==> config.mk <==
export PLATFORM = sky130hd
export DESIGN_NAME = spi_mem_ctrl
export DESIGN_NICKNAME = d
export VERILOG_FILES = /design/src/rtl/spi_mem_ctrl.sv
export SDC_FILE = /design/constraint.sdc
export NUM_CORES = 1
export LEC_CHECK = 0
export ABC_AREA = 1
export BUFFER_PORTS_ARGS = -buffer_cell sky130_fd_sc_hd__buf_2
export CAP_MARGIN = 20
export CORE_UTILIZATION = 45
export CTS_CLUSTER_SIZE = 14
export DETAILED_ROUTE_END_ITERATION = 10
export PLACE_DENSITY = 0.69
export RECOVER_POWER = 50
export SYNTH_ARGS = -nofsm -noshare
export SYNTH_HDL_FRONTEND = slang
export SYNTH_SLANG_ARGS = --single-unit
==> constraint.sdc <==
create_clock -name clk -period 2.81 [get_ports clk]
set_clock_uncertainty 0.2 [all_clocks]
set_input_delay 0.281 -clock clk [delete_from_list [all_inputs] [get_ports clk]]
set_output_delay 0.281 -clock clk [all_outputs]
set_load 0.05 [all_outputs]
==> src/rtl/spi_mem_ctrl.sv <==
// spi_mem_ctrl: CPU-side front end for an SPI memory engine.
// Holds a one-entry read buffer so that repeated reads of the same byte
// skip the SPI access. Writes go through to SPI and refresh the buffer.
// A WAIT that runs for TIMEOUT cycles without spi_done ends the
// transaction with err=1 and rdata=8'hFF.
//
//   state | meaning
//   ------+----------------------------------------------------------
//   IDLE  | waiting for req; read hits are answered from the buffer
//   ISSUE | one-cycle spi_start pulse, timeout counter cleared
//   WAIT  | waiting for spi_done, counting toward TIMEOUT
//   RESP  | one-cycle ack, then back to IDLE
module spi_mem_ctrl #(
    parameter int unsigned TIMEOUT = 200
) (
    input  logic        clk,
    input  logic        rst_n,
    input  logic        req,
    input  logic        we,
    input  logic [15:0] addr,
    input  logic [7:0]  wdata,
    input  logic        flush,
    output logic        ack,
    output logic [7:0]  rdata,
    output logic        busy,
    output logic        err,
    output logic        spi_start,
    output logic        spi_write,
    output logic [15:0] spi_address,
    output logic [7:0]  spi_databus,
    input  logic        spi_done,
    input  logic [7:0]  spi_data
);

    typedef enum logic [1:0] {
        S_IDLE  = 2'd0,
        S_ISSUE = 2'd1,
        S_WAIT  = 2'd2,
        S_RESP  = 2'd3
    } state_t;

    // Last counter value of the WAIT window; the window is TIMEOUT cycles long.
    localparam logic [7:0] CNT_LAST = 8'(TIMEOUT - 1);

    state_t      state;
    state_t      state_nxt;
    logic [7:0]  cnt;
    logic        r_we;
    logic [15:0] r_addr;
    logic [7:0]  r_wdata;
    logic        buf_valid;
    logic [15:0] buf_addr;
    logic [7:0]  buf_data;
    logic        hit;
    logic        tmo;

    // A flush in the same cycle as the request forces a miss.
    assign hit = !we && buf_valid && (addr == buf_addr) && !flush;
    assign tmo = (cnt == CNT_LAST);

    // SPI request fields come straight from the request registers, which
    // only change on acceptance in IDLE, so they are stable through WAIT.
    assign spi_write   = r_we;
    assign spi_address = r_addr;
    assign spi_databus = r_wdata;

    // State register.
    always_ff @(posedge clk or negedge rst_n) begin
        if (!rst_n) begin
            state <= S_IDLE;
        end else begin
            state <= state_nxt;
        end
    end

    // Next-state and state-decoded outputs.
    always_comb begin
        state_nxt = state;
        ack       = 1'b0;
        spi_start = 1'b0;
        busy      = 1'b1;
        case (state)
            S_IDLE: begin
                busy = 1'b0;
                if (req) begin
                    state_nxt = hit ? S_RESP : S_ISSUE;
                end
            end
            S_ISSUE: begin
                spi_start = 1'b1;
                state_nxt = S_WAIT;
            end
            S_WAIT: begin
                if (spi_done || tmo) begin
                    state_nxt = S_RESP;
                end
            end
            S_RESP: begin
                ack       = 1'b1;
                state_nxt = S_IDLE;
            end
            default: begin
                state_nxt = S_IDLE;
            end
        endcase
    end

    // Timeout counter: cleared in ISSUE, counts WAIT cycles without spi_done.
    always_ff @(posedge clk or negedge rst_n) begin
        if (!rst_n) begin
            cnt <= 8'd0;
        end else if (state == S_ISSUE) begin
            cnt <= 8'd0;
        end else if (state == S_WAIT && !spi_done && !tmo) begin
            cnt <= cnt + 8'd1;
        end
    end

    // Request registers, read buffer, rdata and err.
    always_ff @(posedge clk or negedge rst_n) begin
        if (!rst_n) begin
            r_we      <= 1'b0;
            r_addr    <= 16'd0;
            r_wdata   <= 8'd0;
            buf_valid <= 1'b0;
            buf_addr  <= 16'd0;
            buf_data  <= 8'd0;
            rdata     <= 8'd0;
            err       <= 1'b0;
        end else begin
            if (state == S_IDLE && req) begin
                r_we    <= we;
                r_addr  <= addr;
                r_wdata <= wdata;
                err     <= 1'b0;
                if (hit) begin
                    rdata <= buf_data;
                end
            end
            if (state == S_WAIT) begin
                // spi_done has priority over a coincident timeout.
                if (spi_done) begin
                    buf_addr  <= r_addr;
                    buf_valid <= 1'b1;
                    if (r_we) begin
                        buf_data <= r_wdata;
                    end else begin
                        buf_data <= spi_data;
                        rdata    <= spi_data;
                    end
                end else if (tmo) begin
                    err       <= 1'b1;
                    rdata     <= 8'hFF;
                    buf_valid <= 1'b0;
                end
            end
            // Last assignment wins, so flush beats a same-cycle completion.
            if (flush) begin
                buf_valid <= 1'b0;
            end
        end
    end

endmodule

==> results.md, run 1 <==
* Nets at 587
* Combinational group share of total power at between 40 and 50%
* Reg-to-Reg End: rdata[2]$_DFF_PN0_
* GP Congestion at about 0.8
* Clock Path Buffers at 2
* Ys Warns at 0
* Total grt overflow at 0
* Core area at 0.00733 mm^2
* Reg2Reg Launch Point: state[0]$_DFFE_PN0P_
* CTS Buf Count at 9
* Fin. Hold Viols at 0
* Vias per Instance at around 4.8
* TNS Setup at 0 ns
* Leak pwr at approximately 2.3 nW
* Outcome: finished with violations
* Psw at around 2.4 mW
* Area growth syn-to-layout at 24.2%
* Total number of vias at 3130
* Reg2reg path depth at 10
* Mapped Avg Cell Area at about 7.6 um^2
* Clk_lat worst skew at approximately 0.34 ns
* Max-Cap Viols at 1
* Kind of critical path: reg -> reg
* Most common cell after layout, fill and taps aside: nand2_1
* Share of cells above drive strength 1 at between 10% and 20%
* Min cycle time layout at ~2.3 ns
* Max-slew violation count at 30
* Remaining antenna violation count at 0
* Ant diodes at 0
* CP bufs+invs at 4
* Root Driver: clkbuf_8
* Post-DP HPWL at approximately 5.8 mm
* Core Rows at 31
* First drt pass iteration count at 4
* Sw frac at between 40% and 50%
* GRT Overall Usage at 21.7%
* Relative slew margins at -12.2%
* Start point of the worst min-delay path: addr[4]
* H-tree Lvls at 3
* Worst hold stages at 3
* Unique cell type count in the Yosys netlist at 27
* DRC at 0
* CP arrival at between 2 and 2.5 ns
* Worst path cell trace: inv_1 -> ha_1 -> nand2_2 -> nor2_2 -> inv_2 -> o21ai_1 -> inv_2 -> nand3_1 -> nand2_1 -> inv_1
* VDD IR max at 0.543 mV
* First-pass GRT wire length at between 10 and 15 mm
* Initial antenna violation count at 0
* CTS tree: built
* Finish-stage setup viols at 0
* Mapped cell area at around 0.0034 mm^2
* First-iteration detailed-routing DRC count at 146
* Number of synthesized register bits at 69
* Most frequent cells in the layout: nand2_1, dfrtp_1, inv_1
* Seq/Total Area, Yosys at ~50%
* Dpl cells at about 620
* Crit path from: state[0]$_DFFE_PN0P_
* CTS clk-pin slew, worst paths at ~0.080 ns
* Syn_nets at between 400 and 500
* PD cells at 1170 mW/mm^2
* Final Cycle Share at 80.6%
* I/O Pins at 75
* Critical path endpoint category: flop
* Critical Path Slowest Stage Cell: dfrtp_1
* Worst Path Required at just under 3 ns
* Reg2reg setup slack at about 0.55 ns
* Crit-path max FO at 19
* Mean routed wirelength per cell at 12.4 um
* Syn Inst Count at ~450
* Clock share of power at around a fifth
* Initial Util at 46.8%
* WHS Endpoint: spi_address[4]$_DFFE_PN0P_
* Failing checks: max-capacitance violations, max-slew violations
* CP max stage delay at slightly above 0.4 ns
* Setup Fix Bufs, Post-CTS at 0
* IO buf count at 74
* Largest net degree at the start of global routing at 41
* CP Launch Type: flop
* RSZ-0062 raised after global routing: false
* Number of global-route vias before repair at roughly 2900
* DIE HEIGHT at slightly below 90 um
* # clock sinks at 69
* Cell family with most CP delay: simple AND/OR/NAND/NOR gates
* Worst hold path class: in -> reg
* Final cell count without fillers at 647
* Slew @ Worst Pin at approximately 1.7 ns
* Sequential group share of total power at roughly a third
* Die Width at about 90 um
* Die Area at 0.00798 mm^2
* DRT Wirelength at just over 8 mm
* Internal power at 2.57 mW
* Max Freq at between 400 and 500 MHz
registers in the layout, summed over array words and instances, names as in the netlist:
register and cells:
buf_addr 16, spi_address 16, cnt 8, rdata 8, spi_write 1, buf_valid 1, spi_databus 8, state 2
err 1, buf_data 8
power by group through the flow:
| stage | logic [mW] | registers [mW] | clock network, mW |
|---|---|---|---|
| 2_1_floorplan | 1.04 | 2.45 | 0 |
| 3_3_place_gp | 2.30 | 1.72 | 0 |
| 3_5_place_dp | 2.35 | 1.73 | 0 |
| 4_1_cts | 2.38 | 1.71 | 0.992 |
| 5_1_grt | 2.55 | 1.77 | 1.04 |
| 6_report | 2.31 | 1.72 | 0.975 |
layout make-up:
class / count / area (um^2)
sequential: 69 / 1730
timing repair buffer: 92 / 517
clock inverter: 7 / 114
inverter: 72 / 270
multi-input combinational: 299 / 1390
fill: 698 / 3070
clock buffer: 9 / 124
tap: 99 / 124
per-layer routing:
layer  up-vias  track usage (%)  wire length, um
met4         0             6.93               59
met3         6             4.16              280
met5         -                0                0
li1       1584                -                -
met2        65             34.8             3840
met1      1475             29.9             3870
repair_timing:
item	in CTS	in global routing
hold endpoints to repair	42	0
hold buffers	14	0
gates resized for setup	0	0
endpoints found under the setup margin	0	0
per-stage QoR:
| step | utilization, % | worst slack [ns] | area (um^2) | power (mW) | hold WS, ns |
|---|---|---|---|---|---|
| finish | 58.2 | 0.546 | 4270 | 5.00 | 0.0120 |
| global route | 58.2 | 0.244 | 4270 | 5.36 | 0.0181 |
| CTS | 58.7 | 0.528 | 4300 | 5.09 | 0.00196 |
| detailed placement | 53.5 | 0.540 | 3920 | 4.08 | 0.167 |
| global placement | 53.5 | 0.685 | 3920 | 4.02 | 0.166 |
| floorplan | - | 1.05 | 3430 | 3.49 | -0.215 |
cell families after synthesis:
kind of cell	synth area share [%]
flip-flops	50.3
adder cells (fa/ha/maj)	2.19
XOR/XNOR	1.02
buffers and inverters	9.22
AND/OR/NAND/NOR	27.8
AO/OA/AOI/OAI	9.51
cells in the mapped netlist:
| library cell | n | share of area (%) |
|---|---|---|
| a31oi_1 | 1 | 0.18 |
| o21ai_2 | 1 | 0.26 |
| a21oi_1 | 18 | 2.6 |
| buf_2 | 1 | 0.15 |
| nor3_1 | 4 | 0.58 |
| xnor2_1 | 2 | 0.51 |
| nand3_1 | 24 | 3.5 |
| o21a_1 | 1 | 0.22 |
| nor2_2 | 2 | 0.36 |
| xor2_1 | 2 | 0.51 |
| clkbuf_1 | 11 | 1.2 |
| nor4_1 | 1 | 0.18 |
| o221ai_1 | 7 | 1.8 |
| ha_1 | 6 | 2.2 |
| o21ai_0 | 27 | 3.9 |
| nor2_1 | 36 | 3.9 |
| o21ai_1 | 2 | 0.29 |
| nand2_1 | 155 | 17 |
| nand4_1 | 4 | 0.73 |
| inv_1 | 67 | 7.3 |
| o31ai_1 | 1 | 0.22 |
| inv_2 | 5 | 0.55 |
| dfrtp_1 | 69 | 50 |
| nor3b_1 | 1 | 0.22 |
| nand2_2 | 2 | 0.36 |
| nor2_4 | 1 | 0.33 |
| nor4_4 | 1 | 0.62 |
worst register-to-register path, stage by stage (launching register included):
cell and delay [ns]:
dfrtp_1 0.41, inv_1 0.12, ha_1 0.26, nand2_2 0.26, nor2_2 0.39, inv_2 0.15
o21ai_1 0.13, inv_2 0.10, nand3_1 0.09, nand2_1 0.06, inv_1 0.05
how the worst max path moves through the flow:
stage | to | slack, ns | cells after the start
2_1_floorplan | rdata[0]$_DFF_PN0_ | 1.05 | 10
5_1_grt | rdata[1]$_DFF_PN0_ | 0.24 | 10
6_report | rdata[2]$_DFF_PN0_ | 0.55 | 10
3_3_place_gp | rdata[4]$_DFF_PN0_ | 0.69 | 10
3_5_place_dp | rdata[2]$_DFF_PN0_ | 0.54 | 10
4_1_cts | rdata[2]$_DFF_PN0_ | 0.53 | 10
No activity file was read; power rests on OpenSTA's default activity.
==> inputs of run 2 (changes only) <==
PLACE_DENSITY = 0.72   (was 0.69)
clock period = 2 ns   (was 2.81 ns; I/O delays follow)
==> results.md, run 2 (same netlist as run 1, synthesis figures left out) <==
* DIE HEIGHT at 89.3 um (unchanged)
* DRT Wirelength at 8.15 mm (+1.2%)
* Die Area at 0.00798 mm^2 (unchanged)
* Total grt overflow at 0 (unchanged)
* Worst Path Required at 2.09 ns (-0.81 ns)
* Worst hold path class: in -> reg
* Worst path cell trace: dlygate4sd3_1 -> buf_2 -> nor2_2 -> nand2_1 -> nor2_1 -> nand2_1 -> nor2_2 -> nand2_2 -> nor2_4 -> nand3_2 -> nand3_1 -> nand2_1 -> inv_1
* Reg2reg path depth at 8 (-2)
* Nets at 609 (+3.7%)
* Fill count at 643 (-7.9%)
* H-tree Lvls at 3 (unchanged)
* Max Freq at ~530 MHz
* Final cell count without fillers at 669 (+3.4%)
* Relative slew margins at 37.5% (+50 points)
* Core Rows at 31 (unchanged)
* GRT Overall Usage at 22.0% (+0.32 points)
* DR top layer: met4
* DRC at 0 (unchanged)
* Cell family with most CP delay: simple AND/OR/NAND/NOR gates
* Root Driver: clkbuf_8
* Worst path most repeated cell: nand2_1
* WHS Endpoint: spi_address[13]$_DFFE_PN0P_
* Worst hold stages at 3 (unchanged)
* First drt pass iteration count at 4 (unchanged)
* Total number of vias at 3246 (+3.7%)
* PD cells at 1530 mW/mm^2 (+30%)
* # clock sinks at 69 (unchanged)
* Met2 routed WL at 3.84 mm (-0.13%)
* Min cycle time layout at between 1.5 and 2 ns
* Most frequent cells in the layout: nand2_1, dfrtp_1, inv_1
* Max-Cap Viols at 0 (-1)
* Crit-path max FO at 8 (-11)
* Fin. Hold Viols at 0 (unchanged)
* CP max stage delay at 0.54 ns (+0.13 ns)
* Die Width at 89.3 um (unchanged)
* Initial antenna violation count at 0 (unchanged)
* Slew @ Worst Pin at 0.938 ns (-0.744 ns)
* Mean routed wirelength per cell at 12.2 um (-2.1%)
* Max-slew violation count at 0 (-100%)
* CTS clk-pin slew, worst paths at 0.07 ns (about the same)
* Outcome: completed
* Clock Path Buffers at 2 (unchanged)
* TNS Setup at 0 ns (unchanged)
* Dpl cells at 619 (+0.32%)
* Number of global-route vias before repair at 3090 (+8.3%)
* CTS tree: built
* Share of cells above drive strength 1 at 19.5% (+5.4 points)
* Remaining antenna violation count at 0 (unchanged)
* CP bufs+invs at 3 (-1)
* Kind of critical path: in -> reg
* I/O Pins at 75 (unchanged)
* Start point of the worst min-delay path: addr[13]
* Final Cycle Share at between 90 and 100%
* Core area at 0.00733 mm^2 (unchanged)
* Ant diodes at 0 (unchanged)
* RSZ-0062 raised after global routing: true
* Met1 WL at 3.83 mm (-1.1%)
* IO buf count at 74 (unchanged)
* Most common cell after layout, fill and taps aside: nand2_1
* VDD IR max at 0.857 mV (+58%)
* GP Congestion at 0.832 (+4.0%)
* Reg2Reg Launch Point: cnt[0]$_DFFE_PN0P_
* CP arrival at 1.96 ns (-0.39 ns)
* Critical path endpoint category: flop
* Vias per Instance at 4.85 (+0.30%)
* First-iteration detailed-routing DRC count at 188 (+29%)
* First-pass GRT wire length at 13.5 mm (+3.6%)
* Initial Util at 46.8% (unchanged)
* Finish-stage setup viols at 0 (unchanged)
* Critical Path Slowest Stage Cell: dlygate4sd3_1
* Reg-to-Reg End: cnt[4]$_DFFE_PN0P_
* Crit path from: we
* Clk_lat worst skew at 0.34 ns (about the same)
* Largest net degree at the start of global routing at 70 (+71%)
* Leak pwr at 2.38 nW (+5.5%)
* Post-DP HPWL at 5.55 mm (-4.4%)
* Area growth syn-to-layout at 32.9%
* Reg2reg setup slack at 0.18 ns (-0.37 ns)
* CP Launch Type: primary input
* CTS Buf Count at 9 (unchanged)
* DR WL met3 at 286 um (+2.1%)
==> run 2: changes by cell type in the layout (fill, tap and decap cells not counted), sizes merged <==
cell          previous run  this run
buf                     49        58
bufinv                   3         1
clkbuf                  38        29
clkinv                   4         2
clkinvlp                 0         3
dlygate4sd3             14        36
dlymetal6s4s             0         1
==> run 2: report_power, final <==
part / leakage, nW / total, mW / switching (mW) / internal (mW)
clock network: 0.0943 / 1.14 / 0.534 / 0.605
registers: 0.845 / 2.43 / 0.438 / 1.99
logic: 1.45 / 3.39 / 2.50 / 0.888
total: 2.38 / 6.96 / 3.47 / 3.48
==> run 2: final cells by class <==
cell class / instances / area, um^2 / area share [%]
Clock buffer: 10 / 138 / 3.02
Clock inverter: 6 / 62.6 / 1.37
Inverter: 72 / 270 / 5.92
Multi-Input combinational cell: 299 / 1490 / 32.6
Sequential cell: 69 / 1730 / 37.8
Tap cell: 99 / 124 / 2.72
Timing Repair Buffer: 114 / 753 / 16.5
==> run 2: tightest hold or removal path: stages <==
cell	delay [ns]
dlymetal6s4s_1	0.19
inv_1	0.07
o21ai_0	0.15
==> run 2: repair_timing <==
action / 4_1_cts / 5_1_grt
endpoints found under the hold margin: 113 / 0
setup endpoints to repair: 0 / 11
hold buffers: 37 / 0
resized for setup: 0 / 26
buffers inserted: 0 / 1
==> run 2: metal layers <==
layer  vias to the layer above  track usage, %
met3                        19            3.88
met1                      1512            29.1
li1                       1632               -
met2                        83            35.1
met4                         0            11.0
met5                         -               0
==> run 2: worst max-delay path by stage <==
stage	endpoint	cells past startpoint
finish	rdata[7]$_DFF_PN0_	13
global route	rdata[4]$_DFF_PN0_	13
CTS	rdata[7]$_DFF_PN0_	13
detailed placement	cnt[4]$_DFFE_PN0P_	7
global placement	cnt[4]$_DFFE_PN0P_	7
floorplan	rdata[0]$_DFF_PN0_	10
==> run 2: per-stage QoR <==
step	hold slack, ns	total power [mW]	cell area, um^2	util (%)	setup WS (ns)
global route	0.187	7.48	4560	62.2	-0.0166
global placement	0.0504	5.65	3940	53.7	0.266
CTS	0.217	6.94	4510	61.5	0.103
detailed placement	0.0528	5.74	3940	53.7	0.177
floorplan	-0.296	4.90	3430	-	0.245
finish	0.109	6.96	4560	62.2	0.127
==> inputs of run 3 (changes only) <==
RECOVER_POWER = not set   (was 50)
==> results.md, run 3 (same netlist as run 1, synthesis figures left out) <==
* Worst path most repeated cell: nand2_1
* Vias per Instance at 4.85 (-0.12%)
* Initial antenna violation count at 0 (unchanged)
* Min cycle time layout at 1.87 ns (+0.000958 ns)
* RSZ-0062 raised after global routing: true
* Core Rows at 31 (unchanged)
* Core area at 0.00733 mm^2 (unchanged)
* Met2 Usage GRT at 35.1% (unchanged)
* Max-slew violation count at 0 (unchanged)
* Initial Util at 46.8% (unchanged)
* Slew @ Worst Pin at 0.389 ns (-0.549 ns)
* IO buf count at 74 (unchanged)
* Total grt overflow at 0 (unchanged)
* Max Freq at 534 MHz (about the same)
* Reg2reg setup slack at 0.18 ns (about the same)
* Nets at 609 (unchanged)
* DIE HEIGHT at 89.3 um (unchanged)
* Remaining antenna violation count at 0 (unchanged)
* Die Width at 89.3 um (unchanged)
* Most common cell after layout, fill and taps aside: nand2_1
* Worst hold stages at 3 (unchanged)
* Crit-path max FO at 8 (unchanged)
* Most frequent cells in the layout: nand2_1, buf_2, dfrtp_1
* Die Area at 0.00798 mm^2 (unchanged)
* Relative slew margins at 73.9% (+36 points)
* CTS Buf Count at 9 (unchanged)
* CP Launch Type: primary input
* Total number of vias at 3242 (-0.12%)
* Kind of critical path: in -> reg
* PD cells at 1520 mW/mm^2 (-0.15%)
* # clock sinks at 69 (unchanged)
* Finish-stage setup viols at 0 (unchanged)
* DRT Wirelength at 8.12 mm (-0.43%)
* Largest net degree at the start of global routing at 70 (unchanged)
* Share of cells above drive strength 1 at 22.6% (+3.2 points)
* Outcome: completed
* Critical Path Slowest Stage Cell: dlygate4sd3_1
* First-pass GRT wire length at 13.5 mm (unchanged)
* VDD IR max at 0.859 mV (+0.16%)
* Busiest grt layer: met2
* Worst path cell trace: dlygate4sd3_1 -> buf_2 -> nor2_2 -> nand2_1 -> nor2_1 -> nand2_1 -> nor2_2 -> nand2_2 -> nor2_4 -> nand3_2 -> nand3_1 -> nand2_1 -> inv_1
* DRC at 0 (unchanged)
* Reg2reg path depth at 8 (unchanged)
* CP arrival at 1.96 ns (about the same)
* Ant diodes at 0 (unchanged)
* Post-route cell area at 0.00460 mm^2 (+0.77%)
* Setup ws final at 0.126 ns (-0.000958 ns)
* First drt pass iteration count at 4 (unchanged)
* Dpl ws at 0.177 ns (unchanged)
* I/O Pins at 75 (unchanged)
* Critical path endpoint category: flop
* Fin. Hold Viols at 0 (unchanged)
* GRT Overall Usage at 22.0% (unchanged)
* Placed Area at 0.00394 mm^2 (unchanged)
* Area growth syn-to-layout at 33.9%
* Clock Path Buffers at 2 (unchanged)
* Clk_lat worst skew at 0.35 ns (about the same)
* Worst Path Required at 2.09 ns (about the same)
* Met1 track demand over resource at 29.1% (unchanged)
* Worst hold path class: in -> reg
* CTS clk-pin slew, worst paths at 0.07 ns (about the same)
* Max-Cap Viols at 0 (unchanged)
* Root Driver: clkbuf_8
* Mean routed wirelength per cell at 12.1 um (-0.43%)
* Leak pwr at 2.44 nW (+2.5%)
* Number of global-route vias before repair at 3090 (unchanged)
* GP Congestion at 0.832 (unchanged)
* CP max stage delay at 0.54 ns (about the same)
* First-iteration detailed-routing DRC count at 222 (+18%)
* Worst hold margin at 0.110 ns (+0.00110 ns)
* Tot Pwr at 7.00 mW (+0.62%)
* Final Cycle Share at 93.7% (about the same)
* Met3 usage at 3.88% (unchanged)
* CTS tree: built
* Post-DP HPWL at 5.55 mm (unchanged)
* H-tree Lvls at 3 (unchanged)
-- run 3: cell types whose count changed in the layout (fill, tap and decap cells not counted) --
cell      change
buf_12        +1
clkbuf_4      -1
buf_2        +18
clkbuf_1     -18
-- run 3: what timing repair did --
item                                    4_1_cts  5_1_grt
buffers inserted                              0        1
hold buffers                                 37        0
endpoints found under the setup margin        0       11
endpoints found under the hold margin       113        0
resized for setup                             0       26
-- run 3: power breakdown --
part | internal, mW | leakage, nW | switching [mW]
registers | 1.99 | 0.845 | 0.432
clock network | 0.604 | 0.0943 | 0.532
logic | 0.939 | 1.50 | 2.50
total | 3.54 | 2.44 | 3.47
-- run 3: path summary, 6_finish.rpt --
check                                       startpoint                          end
max                                                 we           rdata[7]$_DFF_PN0_
max in group asynchronous                        rst_n           rdata[5]$_DFF_PN0_
min                                           addr[13]  spi_address[13]$_DFFE_PN0P_
max reg2reg                         cnt[0]$_DFFE_PN0P_           cnt[4]$_DFFE_PN0P_
min in group asynchronous                        rst_n  spi_address[10]$_DFFE_PN0P_
min reg2reg                spi_address[10]$_DFFE_PN0P_  spi_address[10]$_DFFE_PN0P_
-- run 3: per-stage QoR --
step           setup TNS [ns]  cells  utilization, %
2_1_floorplan               0    452               -
5_1_grt               -0.0425    669            62.7
4_1_cts                     0    672            61.5
3_3_place_gp                0    619            53.7
3_5_place_dp                0    619            53.7
6_report                    0    669            62.7
-- run 3: per-layer routing --
metal	routed length [um]	up-vias
met3	291	17
met5	0	-
li1	-	1631
met2	3860	84
met1	3770	1510
met4	197	0
-- run 3: cell type report --
type	instances	area, um^2
Clock inverter	6	62.6
Timing Repair Buffer	114	788
Tap cell	99	124
Sequential cell	69	1730
Fill cell	633	2730
Clock buffer	10	138
Inverter	72	270
Multi-Input combinational cell	299	1490
-- run 3: critical path: cells and delay by family --
kind | cells | cell delay (ns)
simple gates | 10 | 1.04
buf+inv | 3 | 0.72
